## src/rtl/core_ctrl_pkg.sv

```systemverilog
// core_ctrl_pkg: shared sizes and sequencer state encoding for the core pass controller.
package core_ctrl_pkg;
  localparam int ROW = 8;
  localparam int COL = 8;
  localparam int SRAM_AW = 11;
  localparam int LEN_W = 11;
  typedef enum logic [2:0] {S_IDLE, S_W_FETCH, S_W_LOAD, S_X_STREAM, S_DRAIN, S_DONE} state_t;
endpackage

```

## src/rtl/core_ctrl_addr_cnt.sv

```systemverilog
// core_ctrl_addr_cnt: base-plus-count address register with clear/load/increment, wrapping at 2^AW.
module core_ctrl_addr_cnt
  import core_ctrl_pkg::*;
#(
  parameter int AW = SRAM_AW
) (
  input  logic          clk_i,
  input  logic          reset_i,
  input  logic          clear_i,
  input  logic          load_i,
  input  logic          inc_i,
  input  logic [AW-1:0] base_i,
  output logic [AW-1:0] addr_o
);
  logic [AW-1:0] addr_q, addr_d;
  always_comb addr_d = clear_i ? '0 : load_i ? base_i : inc_i ? addr_q + AW'(1) : addr_q;
  always_ff @(posedge clk_i or posedge reset_i)
    if (reset_i) addr_q <= '0;
    else addr_q <= addr_d;
  assign addr_o = addr_q;
endmodule

```

## src/rtl/core_ctrl.sv

```systemverilog
// core_ctrl: sequences one core pass - weight fetch into L0, array weight load,
// activation streaming and OFIFO-to-psum-SRAM readout.
module core_ctrl
  import core_ctrl_pkg::*;
(
  input  logic               clk_i,
  input  logic               reset_i,
  input  logic               start_i,
  input  logic [SRAM_AW-1:0] w_base_i,
  input  logic [SRAM_AW-1:0] x_base_i,
  input  logic [SRAM_AW-1:0] psum_base_i,
  input  logic [LEN_W-1:0]   n_len_i,
  output logic               busy_o,
  output logic               done_o,
  output logic               sram_cen_o,
  output logic               sram_wen_o,
  output logic [SRAM_AW-1:0] sram_a_o,
  output logic               l0_wr_o,
  output logic               l0_rd_o,
  output logic               load_o,
  output logic               execute_o,
  input  logic               ofifo_valid_i,
  output logic               ofifo_rd_o,
  output logic               psum_cen_o,
  output logic               psum_wen_o,
  output logic [SRAM_AW-1:0] psum_a_o
);
  localparam logic [LEN_W-1:0] ROW_L = LEN_W'(ROW);
  localparam logic [LEN_W-1:0] LOAD_LAST = LEN_W'(ROW + COL - 1);
  state_t state_q, state_d;
  logic [LEN_W-1:0] cnt_q, cnt_d, n_len_q, pops_q;
  logic [1:0] x_pipe_q;
  logic rd_q, psum_wr_q, accept, w_rd, x_rd, done_st;
  logic [SRAM_AW-1:0] w_a, x_a;
  assign accept = state_q == S_IDLE && start_i;
  assign w_rd = state_q == S_W_FETCH && cnt_q < ROW_L;
  assign x_rd = state_q == S_X_STREAM;
  assign done_st = state_q == S_DONE;
  // W_FETCH runs one extra cycle so the last SRAM word lands in L0 before loading starts;
  // DRAIN leaves only once every psum is popped and no execute is still in flight.
  always_comb begin
    state_d = state_q;
    cnt_d = cnt_q + LEN_W'(1);
    case (state_q)
      S_IDLE: begin
        cnt_d = '0;
        state_d = start_i ? S_W_FETCH : S_IDLE;
      end
      S_W_FETCH: if (cnt_q == ROW_L) begin
        state_d = S_W_LOAD;
        cnt_d = '0;
      end
      S_W_LOAD: if (cnt_q == LOAD_LAST) begin
        state_d = n_len_q == '0 ? S_DONE : S_X_STREAM;
        cnt_d = '0;
      end
      S_X_STREAM: if (cnt_q == n_len_q - LEN_W'(1)) begin
        state_d = S_DRAIN;
        cnt_d = '0;
      end
      S_DRAIN: begin
        cnt_d = '0;
        state_d = pops_q == n_len_q && !x_pipe_q[0] ? S_DONE : S_DRAIN;
      end
      default: begin
        cnt_d = '0;
        state_d = S_IDLE;
      end
    endcase
  end
  always_ff @(posedge clk_i or posedge reset_i)
    if (reset_i) begin
      state_q <= S_IDLE;
      cnt_q <= '0;
    end else begin
      state_q <= state_d;
      cnt_q <= cnt_d;
    end
  always_ff @(posedge clk_i or posedge reset_i)
    if (reset_i) begin
      n_len_q <= '0;
      pops_q <= '0;
      rd_q <= 1'b0;
      x_pipe_q <= '0;
      psum_wr_q <= 1'b0;
    end else begin
      n_len_q <= accept ? n_len_i : n_len_q;
      pops_q <= accept ? '0 : ofifo_rd_o ? pops_q + LEN_W'(1) : pops_q;
      rd_q <= w_rd | x_rd;
      x_pipe_q <= {x_pipe_q[0], x_rd};
      psum_wr_q <= ofifo_rd_o;
    end
  core_ctrl_addr_cnt u_w_cnt (
    .clk_i(clk_i), .reset_i(reset_i), .clear_i(done_st), .load_i(accept),
    .inc_i(w_rd), .base_i(w_base_i), .addr_o(w_a)
  );
  core_ctrl_addr_cnt u_x_cnt (
    .clk_i(clk_i), .reset_i(reset_i), .clear_i(done_st), .load_i(accept),
    .inc_i(x_rd), .base_i(x_base_i), .addr_o(x_a)
  );
  core_ctrl_addr_cnt u_p_cnt (
    .clk_i(clk_i), .reset_i(reset_i), .clear_i(done_st), .load_i(accept),
    .inc_i(psum_wr_q), .base_i(psum_base_i), .addr_o(psum_a_o)
  );
  assign busy_o = state_q != S_IDLE;
  assign done_o = done_st;
  assign sram_cen_o = ~(w_rd | x_rd);
  assign sram_wen_o = 1'b1;
  assign sram_a_o = x_rd ? x_a : w_a;
  assign l0_wr_o = rd_q;
  assign l0_rd_o = (state_q == S_W_LOAD && cnt_q < ROW_L) | x_pipe_q[1];
  assign load_o = state_q == S_W_LOAD;
  assign execute_o = x_pipe_q[1];
  assign ofifo_rd_o = (state_q == S_X_STREAM || state_q == S_DRAIN) && ofifo_valid_i && pops_q != n_len_q;
  assign psum_cen_o = ~psum_wr_q;
  assign psum_wen_o = ~psum_wr_q;
endmodule

```

## config.mk

```make
export PLATFORM = sky130hd
export DESIGN_NAME = core_ctrl
export DESIGN_NICKNAME = d
export VERILOG_FILES = /design/src/rtl/core_ctrl_pkg.sv /design/src/rtl/core_ctrl_addr_cnt.sv /design/src/rtl/core_ctrl.sv
export SDC_FILE = /design/constraint.sdc
export NUM_CORES = 1
export LEC_CHECK = 0
export CAP_MARGIN = 10
export CORE_UTILIZATION = 49
export CTS_BUF_LIST = sky130_fd_sc_hd__clkbuf_8
export DETAILED_ROUTE_END_ITERATION = 10
export GPL_TIMING_DRIVEN = 0
export PLACE_DENSITY = 0.81
export SLEW_MARGIN = 15
export SYNTH_ARGS = -nofsm -noshare
export SYNTH_HDL_FRONTEND = slang
export SYNTH_SLANG_ARGS = --single-unit
```

## constraint.sdc

```tcl
create_clock -name clk_i -period 2.8 [get_ports clk_i]
set_input_delay 0.28 -clock clk_i [delete_from_list [all_inputs] [get_ports clk_i]]
set_output_delay 0.28 -clock clk_i [all_outputs]
set_load 0.01 [all_outputs]
```

* Word-level counts from Yosys, hierarchy flattened
Cells that the tools add are included.
** Storage, ports and cells
- Bits in registers :: 73
- Input bits :: 48
- Output and inout bits :: 33
- Word-level logic and storage cells :: 73
** Cells by class
- Order comparisons :: 1
- $add $sub $neg :: 6
- Bitwise operators :: 4
- Equal/unequal tests :: 13
- Reduce and logical (&&, ||, !) cells :: 16
- Mux-type cells :: 23
** Operator list (number)
- 11-bit two-way mux :: 15
- 11-bit by 1-bit adder with 11-bit output (second input constant) :: 5
- 11-bit one-hot mux with 3 select lines :: 1
- 11-bit == test :: 2
- 11-bit by 4-bit == test with 1-bit output (second input constant) :: 2
- 3-bit one-hot mux with 5 select lines :: 1
- 3-bit two-way mux :: 4
- 3-bit nonzero test :: 4
- 11-bit zero test :: 1
- 11-bit by 4-bit less-than comparator with 1-bit output (second input constant) :: 1
- 11-bit != test :: 1
- 11-bit by 1-bit subtractor with 11-bit output (second input constant) :: 1
- 3-bit by 2-bit == test with 1-bit output (second input constant) :: 2
- 3-bit == test (second input constant) :: 2
- 1-bit logical AND :: 6
- 2-bit by 1-bit != test with 1-bit output (second input constant) :: 2
- 3-bit by 1-bit == test with 1-bit output (second input constant) :: 1
- 3-bit zero test :: 1
- 3-bit AND reduction :: 1
- 1-bit two-way mux :: 2
- 2-bit != test (second input constant) :: 1
- 1-bit NOT :: 2
- 1-bit OR :: 2
- 2-bit nonzero test :: 1
- other kinds (2) :: 2

* Logic depth before layout (Yosys ltp)
Gate-level depths: netlist of the first run.
- Depth in word-level cells :: 6
- Gate-level depth with buffers :: 12
- Mapped depth without buffers :: 9

* Cells and area by module
Synthesis of the first run repeated with hierarchy kept, for this count alone.
** Second synthesis, totals
- Cell total of the unflattened synthesis :: 500
- Area total of the unflattened synthesis :: 4565.6 um^2
** Modules (own cells, without submodules)
- core_ctrl :: instances 1, cells each 293, area each 2632.5 um^2, sequential area each 1001.0 um^2
- core_ctrl_addr_cnt :: instances 3, cells each 69, area each 644.4 um^2, sequential area each 275.3 um^2

* Least setup slack after synthesis of the first run
OpenSTA, ideal clock, no wires.
- Kind :: reg-to-reg
- Start :: register n_len_q[0]
- End :: register cnt_q[4]
- Buffers on the path :: 3
- Clock period less this slack :: 2.751 ns
- Path slack :: 0.049 ns
- Arrival time :: 2.632 ns
- Stages on the path, launching flop included :: 13
- Library setup time :: 0.119 ns
- Required time :: 2.681 ns
- Cell sequence :: dfrtp_1 clkbuf_1 inv_1 ha_1 clkbuf_1 o21ai_0 or4b_1 a21oi_1 a211oi_1 or4b_4 a21oi_2 buf_6 nor2_1
** Between the ends
- Cells in the longest elaborated chain, start to end :: 4
** Ends and longest elaborated chain
- start: declaration :: line core_ctrl.sv:31 : logic [LEN_W-1:0] cnt_q, cnt_d, n_len_q, pops_q;
- start signal: assignment :: line core_ctrl.sv:87 : n_len_q <= accept ? n_len_i : n_len_q;
- 11-bit by 1-bit subtractor with 11-bit output :: line core_ctrl.sv:57 : S_X_STREAM: if (cnt_q == n_len_q - LEN_W'(1)) begin
- 11-bit == test :: line core_ctrl.sv:57
- 11-bit two-way mux :: line core_ctrl.sv:57
- 11-bit one-hot mux with 3 select lines :: line core_ctrl.sv:44 : case (state_q)
- via cnt_d[4] :: line core_ctrl.sv:31
- end signal: assignment :: line core_ctrl.sv:77 : cnt_q <= cnt_d;
- end: declaration :: line core_ctrl.sv:31
The timed path passes the listed nets, and every way through them passes these cells.
A chain may end at the register's enable or synchronous reset.

* Worst setup path in the final report of the first run
- Start :: register cnt_q[9]
- End :: output port l0_rd_o
** Between the ends
- Cells in the longest elaborated chain, start to end :: 3
** Ends and longest elaborated chain
- 11-bit by 4-bit less-than comparator with 1-bit output :: line core_ctrl.sv:111 : assign l0_rd_o = (state_q == S_W_LOAD && cnt_q < ROW_L) | x_pipe_q[1];
- 1-bit logical AND :: line core_ctrl.sv:111
- 1-bit OR :: line core_ctrl.sv:111
- end: declaration :: line core_ctrl.sv:19 : output logic l0_rd_o,
Every way passes these cells.

==> results.toml, run 1 <==
[global_route]
overflow = 0
track_usage_pct = 25.82
grt_pass1_vias = 3653
grt_start_max_net_pins = 49
grt_antenna_before_repair = 0
grt_pass1_wl_mm = 17.95

[cts]
cts_buffer_depth = 2
cts_buffers = 9
cts_tree = "built"
worstSkewPairLatency_ns = 0.34
clkTransAtPathRegs_ns = 0.08
h-tree-depth = 3
root_buffer = "clkbuf_8"
cts.sinks = 73

[sta]
min_period_ns = 2.746
whs_ns = 0.2569
fin_setup_tns_ns = 0
slew_headroom_pct = 56.00
setup_viol_count_final = 0
finalHoldViolCount = 0
rsz0062_at_grt = "yes"
finClkSkew_ns = 0.008586
min_period_over_period_pct = 98.07
worst_slew_pin_slew_ns = 0.6550
fmax_ghz = 0.3642
drv_slew = 0

[setup_path]
timing.rr.end = "cnt_q[2]"
setup.worst_path.end_class = "output pin"
rrSetupSlack_ns = 0.12
worst-path-buf-inv = 1
reg2reg_from = "n_len_q[1]"
cp_data_required_time_ns = 2.52
critical_path_class = "flop to output pin"
start_kind = "flop"
cpMaxStageDelayCell = "clkdlybuf4s50_1"
cpPeakStageDelay_ns = 0.54
path_cells = "or4_4, nand2b_1, nor2_1, a21o_1, clkdlybuf4s50_1"
crit_path_start = "cnt_q[9]"
arrival_ns = 2.47
cp-endpoint = "l0_rd_o"
cp_num_cells = 5
cp_top_family = "simple AND/OR/NAND/NOR gates"
rr_worst_depth = 10
worstPathMaxFanout = 6

[floorplanning]
core_area_um2 = 8382
chipHeight_um = 96.15
die_w_um = 96.15
pin_count = 81
die_area_um2 = 9244
initial_core_util_pct = 51.81
rows = 33

[place]
gp_congestion = 0.8878
hpwlAfterDp_mm = 8.259
place_inst = 681
io_buffers = 79
placed_area_um2 = 5295

[synthesis]
synth.yosys.warnings = 0
yosysTopAreaCellShare_pct = 42.06
synth_top_area_cell = "dfrtp_1"
avgSynthCellArea_um2 = 8.756
netlist_instances = 496
synth_cell_types = 51
synth.most_common_cell = "nand2_1"
async_reset_ff_share_pct = 100.0
syn_nets = 551
synth-edff-count = 0
yosys-top-cells-count = "nand2_1, dfrtp_1, nor2_1"
seq_area_frac_synth_pct = 42.06
syn_area_um2 = 4343
ys_ff_latch = 73
ys_top_cells_by_area = "dfrtp_1, xor2_1, nand2_1"
synth_ff_type = "dfrtp_1"

[pwr]
power_frac_comb_pct = 20.1
seq_power_share_pct = 44.9
p_switching_w = 0.0007994
p_int_w = 0.002124
clock_power_share_pct = 34.9
switching_share_pct = 27.34
peakVddDrop_v = 0.0003729
p_per_area_nw_per_um2 = 522.8
p_leak_nw = 2.441

[routing]
drtIter0Drc = 197
ant_nets = 0
viasPerCell = 5.706
dr.pass1.iters = 5
route.detailed.drc = 0
wl_mm = 11.46
wl_per_cell_um = 16.41
via_count = 3983

[cells_and_area]
postLayoutCoreUtil_pct = 66.73
n_fill_cell = 669
drive_gt1_share_pct = 7.757
instances_no_fill = 698
syn_to_final_growth_pct = 28.78
fin_area_um2 = 5593
diodes = 0
fin_nets = 643

[worst_hold_path]
min_path_type = "primary input to asynchronous set/reset pin"

[flow_run]
max_cap_viol_count = 0

[status]
status = "complete, no violations"
-- layout by cell type, fill, tap and decap left out, types with 5 or more instances in the layout --
| master | count |
|---|---|
| a211oi_1 | 31 |
| a21oi_1 | 5 |
| a31oi_1 | 5 |
| and3_1 | 11 |
| and4_1 | 5 |
| buf_4 | 7 |
| clkbuf_1 | 14 |
| clkbuf_8 | 10 |
| clkdlybuf4s50_1 | 79 |
| dfrtp_1 | 71 |
| ha_1 | 6 |
| inv_1 | 15 |
| nand2_1 | 77 |
| nand3_1 | 12 |
| nand4_1 | 16 |
| nor2_1 | 60 |
| nor3_1 | 12 |
| o21ai_0 | 15 |
| or3_1 | 8 |
| xnor2_1 | 30 |
| xor2_1 | 41 |
-- cell type report --
class,count,area [um^2],area share (%)
inverters,16,62.56,1.119
well taps,105,131.4,2.349
multi-input cells,376,2340,41.83
clock inverters,6,105.1,1.879
repair buffers,84,848.3,15.17
plain buffers,28,138.9,2.483
clock buffers,10,137.6,2.461
flip-flops and latches,73,1829,32.71
-- cells by family (layout without fill, tap and decap cells) --
logic type / Yosys count / in the layout / share of synthesized area (%)
mux: 3 / 3 / 0.6915
compound gates: 68 / 68 / 10.75
other cells: 1 / 1 / 0.08635
xor+xnor: 71 / 71 / 14.32
fa+ha+maj: 7 / 7 / 2.017
buf+inv: 47 / 144 / 4.638
simple gates: 226 / 226 / 25.44
flops: 73 / 73 / 42.06
-- sequential cells by signal, indices dropped and copies added (netlist names) --
register and flops:
l0_wr_o 1, cnt_q 11, state_q 3, psum_wr_q 1, u_p_cnt.addr_o 11, u_w_cnt.addr_o 11, u_x_cnt.addr_o 11, n_len_q 11
x_pipe_q 2, pops_q 11
-- power groups by stage --
stage | clock network, W | logic, W | registers [W]
4_1_cts | 0.00102 | 0.000595 | 0.00131
3_3_place_gp | 0 | 0.000560 | 0.00132
5_1_grt | 0.00108 | 0.000644 | 0.00133
2_1_floorplan | 0 | 0.000284 | 0.00133
3_5_place_dp | 0 | 0.000587 | 0.00133
6_report | 0.00102 | 0.000589 | 0.00131
-- per-layer routing --
metal,vias to the layer above,track usage [%],part of all wire (%)
met3,34,4.502,4.9
met5,-,0,0
met2,138,40.19,48
met4,0,12.19,3.0
met1,1921,34.86,44
li1,1890,-,-
-- stage by stage --
step | setup slack, ns | total power [W]
floorplan | 0.04880 | 0.001614
global placement | -0.5426 | 0.001884
detailed placement | -0.2902 | 0.001917
CTS | 0.003072 | 0.002929
global route | -0.01611 | 0.003052
finish | 0.05396 | 0.002924
-- timing repair --
action | CTS | global route
resized for setup | 5 | 11
hold buffers | 0 | 0
pin swaps | 2 | 2
gates cloned | 0 | 0
setup buffers | 2 | 2
endpoints found under the setup margin | 26 | 15
-- worst min-delay path by stage --
stage | start | end | depth (start not counted)
after floorplan | x_pipe_q[0] | x_pipe_q[1] | 0
after global placement | x_pipe_q[0] | x_pipe_q[1] | 0
after detailed placement | x_pipe_q[0] | x_pipe_q[1] | 0
after CTS | reset_i | pops_q[0] | 2
after global routing | reset_i | pops_q[0] | 2
final | reset_i | pops_q[0] | 2
No activity file was read; power rests on OpenSTA's default activity.
==> inputs of run 2 (changes only) <==
PLACE_DENSITY = 0.77   (was 0.81)
==> run 2 against run 1 <==
  * Fmax up 2.0%
  * Clock power down 19%
  * Worst hold slack worse by 0.0024 ns
  * Setup slack better by 0.055 ns
  * Register-to-register slack about the same
  * Combinational power about the same
==> results.toml, run 2 (same netlist as run 1, synthesis figures left out) <==
[status]
status = "complete, no violations"

[setup_path]
cpMaxStageDelayCell = "or4_4"
cp_top_family = "simple AND/OR/NAND/NOR gates"
worstPathMaxFanout = 2
start_kind = "flop"
cp_data_required_time_ns = 2.52
worst-path-buf-inv = 3
critical_path_class = "flop to output pin"
rr_worst_depth = 8
setup.worst_path.end_class = "output pin"
arrival_ns = 2.41
cp_num_cells = 6
path_cells = "or4_4, nor4bb_4, buf_4, nand2b_1, inv_1, clkdlybuf4s50_1"
cpPeakStageDelay_ns = 0.56

[place]
io_buffers = 79
dp_slack_ns = -0.3268
place_inst = 681
hpwlAfterDp_mm = 8.238
gp_congestion = 0.8905
placed_area_um2 = 5295

[global_route]
overflow = 0
grt_start_max_net_pins = 49
grt_pass1_wl_mm = 17.95
met1_usage_pct = 35.94
grt_antenna_before_repair = 0
grtUsageMet3_pct = 4.502
grt_pass1_vias = 3718
use_met2_pct = 39.89
grt_busiest_layer = "met2"
track_usage_pct = 25.80

[floorplanning]
core_area_um2 = 8382
chipHeight_um = 96.15
die_area_um2 = 9244
rows = 33
die_w_um = 96.15
initial_core_util_pct = 51.81
pin_count = 81

[sta]
finalHoldViolCount = 0
finClkSkew_ns = 0.01195
drv_slew = 0
layout_setup_ws_ns = 0.1089
min_period_ns = 2.691
fin_setup_tns_ns = 0
slew_headroom_pct = 55.64
setup_viol_count_final = 0
fmax_ghz = 0.3716
worst_slew_pin_slew_ns = 0.6604
min_period_over_period_pct = 96.11

[cells_and_area]
postLayoutCoreUtil_pct = 66.74
syn_to_final_growth_pct = 28.81
drive_gt1_share_pct = 9.060
layout_common_cells = "clkdlybuf4s50_1, nand2_1, dfrtp_1, nor2_1, xor2_1"
fin_nets = 646
diodes = 0
fin_area_um2 = 5594
layout_commonest_cell = "clkdlybuf4s50_1"
instances_no_fill = 701

[routing]
via_count = 3940
wl_mm = 11.11
viasPerCell = 5.621
drtIter0Drc = 244
ant_nets = 0
route.detailed.drc = 0
wl_per_cell_um = 15.85
dr.pass1.iters = 5

[pwr]
p_leak_nw = 2.457
peakVddDrop_v = 0.0005093
p_per_area_nw_per_um2 = 486.6

[worst_hold_path]
min_path_type = "primary input to asynchronous set/reset pin"

[cts]
worstSkewPairLatency_ns = 0.36
cts_tree = "built"
cts.sinks = 73
cts_buffer_depth = 2
h-tree-depth = 3
clkTransAtPathRegs_ns = 0.08
root_buffer = "clkbuf_8"
cts_buffers = 9

[flow_run]
max_cap_viol_count = 0
-- run 2: what timing repair did --
item	CTS	global route
buffers inserted	4	4
resized for setup	9	14
setup endpoints to repair	26	17
pin swaps	1	5
hold buffers	0	0
endpoints found under the hold margin	0	0
-- run 2: metrics by stage --
stage	total power, W	hold WS [ns]
final	0.002722	0.2545
after global routing	0.002870	0.2748
after CTS	0.002741	0.2524
after detailed placement	0.001916	0.3629
after global placement	0.001888	0.3641
after floorplan	0.001614	0.3548
-- run 2: power breakdown --
group / leakage, nW / internal, W / switching (W)
Combinational: 1.46 / 0.000348 / 0.000240
Clock: 0.105 / 0.000411 / 0.000415
Sequential: 0.892 / 0.00117 / 0.000143
Total: 2.46 / 0.00192 / 0.000798
-- run 2: worst reg2reg max path, delay by kind of cell (launching register included) --
kind | cells | cell delay [ns]
flops | 1 | 0.49
buf+inv | 1 | 0.15
compound gates | 3 | 0.43
simple gates | 4 | 1.48
-- run 2: final cells by class --
cell class,instances,area [um^2]
Sequential cell,73,1832
Clock inverter,7,70.07
Fill cell,696,2788
Timing Repair Buffer,88,878.3
Multi-Input combinational cell,376,2361
Clock buffer,9,123.9
Buffer,27,135.1
Tap cell,105,131.4
Inverter,16,62.56
-- run 2: layer usage --
layer  part of all wire (%)  vias up
met5                      0        -
met4                    2.7        0
li1                       -     1892
met2                     47      143
met1                     44     1877
met3                    5.7       28
-- run 2: worst paths after layout --
check / start / slack (ns) / end
setup / recovery: cnt_q[5] / 0.11 / sram_cen_o
hold reg to reg: x_pipe_q[0] / 0.37 / x_pipe_q[1]
max in group asynchronous: reset_i / 1.98 / cnt_q[5]
setup reg to reg: n_len_q[5] / 0.13 / cnt_q[4]
hold / removal: reset_i / 0.25 / u_p_cnt.addr_o[0]
min in group clk_i: x_pipe_q[0] / 0.37 / x_pipe_q[1]
